===== src/rtl/alu_seq.sv =====
// alu_seq: sequential ALU with a handshake on both sides.
// Single-cycle operations complete on the accept edge. Shifts step one bit
// per cycle in a private shift register, and only the final step publishes
// the result and the {N,C,Z} flags.
module alu_seq #(
   parameter int WIDTH = 16,
   parameter int AMT_W = 5
) (
   input  logic             clk,
   input  logic             rst_n,
   input  logic             in_valid,
   output logic             in_ready,
   input  logic [3:0]       alu_op,
   input  logic [WIDTH-1:0] in1,
   input  logic [WIDTH-1:0] in2,
   output logic             out_valid,
   input  logic             out_ready,
   output logic [WIDTH-1:0] result,
   output logic [2:0]       flags,
   input  logic             flag_load,
   input  logic [2:0]       flag_in
);

   typedef enum logic [1:0] {
      IDLE  = 2'd0,
      SHIFT = 2'd1,
      DONE  = 2'd2
   } state_t;

   localparam logic [3:0] OP_NOT  = 4'b0001;
   localparam logic [3:0] OP_ADD  = 4'b0010;
   localparam logic [3:0] OP_PASS = 4'b0011;
   localparam logic [3:0] OP_SUB  = 4'b0100;
   localparam logic [3:0] OP_AND  = 4'b0101;
   localparam logic [3:0] OP_OR   = 4'b0110;
   localparam logic [3:0] OP_INC  = 4'b0111;
   localparam logic [3:0] OP_DEC  = 4'b1000;
   localparam logic [3:0] OP_SETC = 4'b1001;
   localparam logic [3:0] OP_CLRC = 4'b1010;
   localparam logic [3:0] OP_SHL  = 4'b1011;
   localparam logic [3:0] OP_SHR  = 4'b1100;

   localparam logic [AMT_W-1:0] AMT_MAX = AMT_W'(WIDTH);

   state_t           state_r;
   logic [WIDTH-1:0] result_r;
   logic [WIDTH-1:0] shreg_r;
   logic [2:0]       flags_r;
   logic [AMT_W-1:0] count_r;
   logic             shl_r;

   logic [AMT_W-1:0] amt_s;
   logic [WIDTH-1:0] res_s;
   logic [WIDTH:0]   sum_s;
   logic             c_s;
   logic             upd_nz_s;
   logic             is_shift_s;
   logic [2:0]       op_flags_s;
   logic [WIDTH-1:0] sh_next_s;
   logic             sh_out_s;

   // Outputs come straight from registers.
   assign in_ready  = (state_r == IDLE);
   assign out_valid = (state_r == DONE);
   assign result    = result_r;
   assign flags     = flags_r;

   // Decode the requested operation into its result, carry and N/Z update enable.
   always_comb begin
      amt_s      = in1[AMT_W-1:0];
      res_s      = result_r;
      sum_s      = '0;
      c_s        = flags_r[1];
      upd_nz_s   = 1'b0;
      is_shift_s = 1'b0;
      case (alu_op)
         OP_NOT:  begin res_s = ~in2; upd_nz_s = 1'b1; end
         OP_ADD:  begin
            sum_s    = {1'b0, in1} + {1'b0, in2};
            res_s    = sum_s[WIDTH-1:0];
            c_s      = sum_s[WIDTH];
            upd_nz_s = 1'b1;
         end
         OP_PASS: begin res_s = in1; upd_nz_s = 1'b1; end
         OP_SUB:  begin res_s = in1 - in2; c_s = (in1 < in2); upd_nz_s = 1'b1; end
         OP_AND:  begin res_s = in1 & in2; upd_nz_s = 1'b1; end
         OP_OR:   begin res_s = in1 | in2; upd_nz_s = 1'b1; end
         OP_INC:  begin
            sum_s    = {1'b0, in2} + {{WIDTH{1'b0}}, 1'b1};
            res_s    = sum_s[WIDTH-1:0];
            c_s      = sum_s[WIDTH];
            upd_nz_s = 1'b1;
         end
         OP_DEC:  begin
            res_s    = in2 - {{(WIDTH-1){1'b0}}, 1'b1};
            c_s      = (in2 == {WIDTH{1'b0}});
            upd_nz_s = 1'b1;
         end
         OP_SETC: c_s = 1'b1;
         OP_CLRC: c_s = 1'b0;
         OP_SHL, OP_SHR: begin
            // A zero amount completes at once and keeps the carry.
            if (amt_s == {AMT_W{1'b0}}) begin
               res_s    = in2;
               upd_nz_s = 1'b1;
            end else begin
               is_shift_s = 1'b1;
            end
         end
         default: res_s = result_r;
      endcase
      op_flags_s = {upd_nz_s ? res_s[WIDTH-1] : flags_r[2],
                    c_s,
                    upd_nz_s ? (res_s == {WIDTH{1'b0}}) : flags_r[0]};
   end

   // Compute one shift step and the bit it pushes out.
   always_comb begin
      if (shl_r) begin
         sh_next_s = {shreg_r[WIDTH-2:0], 1'b0};
         sh_out_s  = shreg_r[WIDTH-1];
      end else begin
         sh_next_s = {1'b0, shreg_r[WIDTH-1:1]};
         sh_out_s  = shreg_r[0];
      end
   end

   // Control FSM and datapath registers; a flag restore overrides any flag update on the same edge.
   always_ff @(posedge clk or negedge rst_n) begin
      if (!rst_n) begin
         state_r  <= IDLE;
         result_r <= {WIDTH{1'b0}};
         shreg_r  <= {WIDTH{1'b0}};
         flags_r  <= 3'b000;
         count_r  <= {AMT_W{1'b0}};
         shl_r    <= 1'b0;
      end else begin
         case (state_r)
            IDLE: begin
               if (in_valid) begin
                  if (is_shift_s) begin
                     shreg_r <= in2;
                     count_r <= (amt_s >= AMT_MAX) ? AMT_MAX : amt_s;
                     shl_r   <= (alu_op == OP_SHL);
                     state_r <= SHIFT;
                  end else begin
                     result_r <= res_s;
                     flags_r  <= op_flags_s;
                     state_r  <= DONE;
                  end
               end
            end
            SHIFT: begin
               shreg_r <= sh_next_s;
               count_r <= count_r - AMT_W'(1);
               if (count_r == AMT_W'(1)) begin
                  result_r <= sh_next_s;
                  flags_r  <= {sh_next_s[WIDTH-1], sh_out_s, (sh_next_s == {WIDTH{1'b0}})};
                  state_r  <= DONE;
               end
            end
            DONE: begin
               if (out_ready) begin
                  state_r <= IDLE;
               end
            end
            default: state_r <= IDLE;
         endcase
         if (flag_load) begin
            flags_r <= flag_in;
         end
      end
   end

endmodule


===== config.mk =====
export PLATFORM = sky130hd
export DESIGN_NAME = alu_seq
export DESIGN_NICKNAME = d
export VERILOG_FILES = /design/src/rtl/alu_seq.sv
export SDC_FILE = /design/constraint.sdc
export NUM_CORES = 1
export LEC_CHECK = 0
export CORE_UTILIZATION = 30
export CTS_CLUSTER_SIZE = 12
export DETAILED_ROUTE_END_ITERATION = 12
export GPL_TIMING_DRIVEN = 0
export PLACE_DENSITY = 0.52
export SYNTH_ARGS = -nofsm -noshare
export SYNTH_HDL_FRONTEND = slang
export SYNTH_SLANG_ARGS = --single-unit

===== constraint.sdc =====
create_clock -name clk -period 3.6 [get_ports clk]
set_input_delay 0.72 -clock clk [delete_from_list [all_inputs] [get_ports clk]]
set_output_delay 0.72 -clock clk [all_outputs]
set_load 0.02 [all_outputs]

==> impl_metrics.sql <==
INSERT INTO impl_metrics (metric_group, metric, value, unit) VALUES
('status', 'outcome', 'finished, violations left', ''),
('status', 'failed_checks', 'negative setup slack', ''),
('setup_path', 'worst_setup_path_start_kind', 'input port', ''),
('sta', 'finalWorstSetupSlack', '-0.408', 'ns'),
('setup_path', 'critical_path_peak_fanout', '9', ''),
('setup_path', 'end_of_the_worst_register_to_register_path', 'flags[0]', ''),
('placement', 'dpl.hpwl', '22200', 'µm'),
('setup_path', 'critical_setup_path_kind', 'input port to flip-flop', ''),
('pwr', 'maximum_vdd_drop', '169', 'µV'),
('pwr', 'post-layout-total-power', '0.00339', 'W'),
('die', 'fp.dieH', '148', 'µm'),
('drt', 'drt_first_iter_violations', '711', ''),
('cts', 'htreeDepth', '2', ''),
('sta', 'setup_repair_after_global_routing_missed_its_margin', 'true', ''),
('synth', 'netlist_top_cells_area', 'dfrtp_1 17%, ha_1 11%, a21oi_1 5.6%', ''),
('grt', 'grt_util_all_layers', '26.5', '%'),
('synth', 'synthFlopType', 'dfrtp_1', ''),
('job', 'drv.max_cap_violation_count', '0', ''),
('drt', 'finalWirelength', '29300', 'µm'),
('cts', 'clk_pin_slew', '0.06', 'ns'),
('synth', 'postSynthNetCount', '983', ''),
('sta', 'final.setup_skew', '0.00468', 'ns'),
('pwr', 'power_leakage', '3.50', 'nW'),
('sta', 'hold_viol', '0', ''),
('sta', 'finalSetupViolCount', '1', ''),
('synth', 'synth_edf_count', '0', ''),
('setup_path', 'worstSetupEndpointType', 'flip-flop', ''),
('pwr', 'powerDensity', '384', 'nW/µm²'),
('cells_and_area', 'post_layout_nonfiller_instances', '1268', ''),
('cts', 'cts.root.buffer_cell', 'clkbuf_16', ''),
('drt', 'wire_per_inst', '23.1', 'µm'),
('grt', 'first_global_vias', '7411', ''),
('synth', 'synthCells', '881', ''),
('setup_path', 'critPathRequiredTime', '3.79', 'ns'),
('sta', 'min_period', '4.01', 'ns'),
('grt', 'grt_overflow', '0', ''),
('drt', 'drc', '0', ''),
('cts', 'num_cts_buffers', '5', ''),
('setup_path', 'setup.worst_path.end', 'flags[0]', ''),
('sta', 'slew_headroom', '40.8', '%'),
('grt', 'grt_start_max_net_pins', '23', ''),
('placement', 'numPortBuffers', '62', ''),
('sta', 'fmax', '250', 'MHz'),
('cts', 'tritoncts', 'done', ''),
('die', 'boundaryPins', '65', ''),
('grt', 'grt_pass1_wl', '44300', 'µm'),
('cts', 'clk_path_buf_depth', '2', ''),
('synth', 'synth_area', '6380', 'µm²'),
('synth', 'synthDominantCellAreaShare', '16.9', '%'),
('synth', 'ys_seq_area_share', '16.9', '%'),
('die', 'fp.dieArea', '21900', 'µm²'),
('synth', 'syn_area_per_cell', '7.25', 'µm²'),
('cells_and_area', 'fillers', '2152', ''),
('cells_and_area', 'num-nets-final', '1100', ''),
('setup_path', 'r2r_setup_slack', '0.23', 'ns'),
('cells_and_area', 'diodes', '0', ''),
('die', 'die_width', '148', 'µm'),
('sta', 'timing.final.max_slew_violations', '0', ''),
('synth', 'netlist_top_cells_count', '78 x nor2_1, 76 x nand2_1, 72 x a21oi_1', ''),
('synth', 'ys_types', '85', ''),
('setup_path', 'path_cells', 'buf_4, inv_2, ha_4, nor2b_1, or4_4, o21a_4, buf_4, a2111oi_4, o311ai_2, a2bb2oi_2, o22a_1, or3b_1, or4_4, a222oi_1', ''),
('cts', 'clock_sinks', '43', ''),
('synth', 'most_area_hungry_cell_type_in_the_yosys_netlist', 'dfrtp_1', ''),
('setup_path', 'critPathSlowestCell', 'or4_4', ''),
('drt', 'first_pass_drt_iterations', '5', ''),
('cts', 'worst_skew_pair.late_latency', '0.29', 'ns'),
('placement', 'final_replace_weighted_congestion', '0.950', ''),
('setup_path', 'r2r-start', 'state_r[0]', ''),
('die', 'core-area', '20600', 'µm²'),
('placement', 'place_inst', '1214', ''),
('synth', 'synth.most_common_cell', 'nor2_1', '');
[through the flow]
| stage | cell area [µm²] | setup slack, ns | utilization (%) | TNS (ns) |
|---|---|---|---|---|
| final | 8830 | -0.408 | 43.0 | -0.408 |
| after global routing | 8830 | -0.549 | 43.0 | -0.549 |
| after CTS | 8490 | -0.323 | 41.3 | -0.416 |
| after floorplan | 6600 | -0.0918 | - | -0.0918 |
| after global placement | 7560 | -1.82 | 36.8 | -21.18 |
| after detailed placement | 7580 | -1.80 | 36.9 | -20.87 |
[worst min-delay path by stage]
stage / startpoint / endpoint / slack [ns] / cells after the start
after floorplan: rst_n / count_r[0] / 0.42 / 0
after global placement: flags[2] / flags[2] / 0.50 / 1
after detailed placement: flags[2] / flags[2] / 0.51 / 1
after CTS: rst_n / state_r[1] / 0.44 / 1
after global routing: rst_n / state_r[1] / 0.47 / 1
final: rst_n / state_r[1] / 0.42 / 1
[placed cells by master (no fill, tap or decap), types with 7 or more instances in the layout]
cell,n
a211oi_1,18
a21o_1,7
a21oi_1,63
a31oi_1,17
buf_4,57
buf_6,15
clkbuf_1,25
clkbuf_2,13
clkbuf_4,10
clkdlybuf4s50_1,32
dfrtp_1,43
ha_1,35
ha_4,16
inv_1,38
inv_2,8
mux2i_1,21
nand2_1,74
nand2b_1,15
nand3_1,16
nand4_1,9
nor2_1,73
nor2b_1,18
nor3_1,29
nor4_1,12
o211ai_1,11
o21ai_0,49
o21bai_1,8
o22ai_1,8
o31ai_1,10
xnor2_1,10
[repair_timing]
| item | 4_1_cts | 5_1_grt |
|---|---|---|
| pin swaps | 46 | 47 |
| buffers inserted | 39 | 17 |
| hold buffers | 0 | 0 |
| resized for setup | 220 | 86 |
| endpoints found under the setup margin | 29 | 17 |
[cells by family after synthesis]
group / Yosys count / share of synthesized area (%)
AND/OR/NAND/NOR: 315 / 25.3
AO/OA/AOI/OAI: 306 / 32.8
buffers and inverters: 123 / 7.76
adder cells (fa/ha/maj): 58 / 11.6
flip-flops: 43 / 16.9
multiplexers: 23 / 3.82
XOR/XNOR: 13 / 1.78
[where the power goes]
| part | switching (W) | leakage, nW | total (W) | internal, W |
|---|---|---|---|---|
| Sequential | 0.000288 | 0.518 | 0.000992 | 0.000704 |
| Clock | 0.000196 | 0.0727 | 0.000468 | 0.000271 |
| Combinational | 0.00108 | 2.91 | 0.00193 | 0.000856 |
| Total | 0.00156 | 3.50 | 0.00339 | 0.00183 |
[state kept, by name, summed over array words and instances, names as in the netlist]
signal   cells
shl_r        1
state_r      2
result      16
shreg_r     16
flags        3
count_r      5
[cell type report]
class                      instances  area, µm²  area share [%]
tap                              270        338            3.83
buffer                            60        427            4.83
clock inverter                     1       5.00          0.0567
sequential                        43       1080            12.2
inverter                          57        260            2.95
timing repair buffer             116       1030            11.6
clock buffer                       6        139            1.57
multi-input combinational        715       5560            62.9
[metal layers]
| layer | up-vias | GRT usage (%) | wire (µm) |
|---|---|---|---|
| met1 | 3764 | 36.1 | 12600 |
| li1 | 3534 | - | - |
| met2 | 392 | 42.9 | 13400 |
| met3 | 63 | 3.73 | 2340 |
| met5 | - | 0 | 0 |
| met4 | 0 | 8.66 | 888 |
[worst max-delay path: cells and delay by family]
| kind | cells | cell delay [ns] |
|---|---|---|
| AO/OA/AOI/OAI | 6 | 1.47 |
| adder cells (fa/ha/maj) | 1 | 0.18 |
| buffers and inverters | 3 | 0.39 |
| AND/OR/NAND/NOR | 4 | 1.42 |
(Power assumes the default switching activity.)
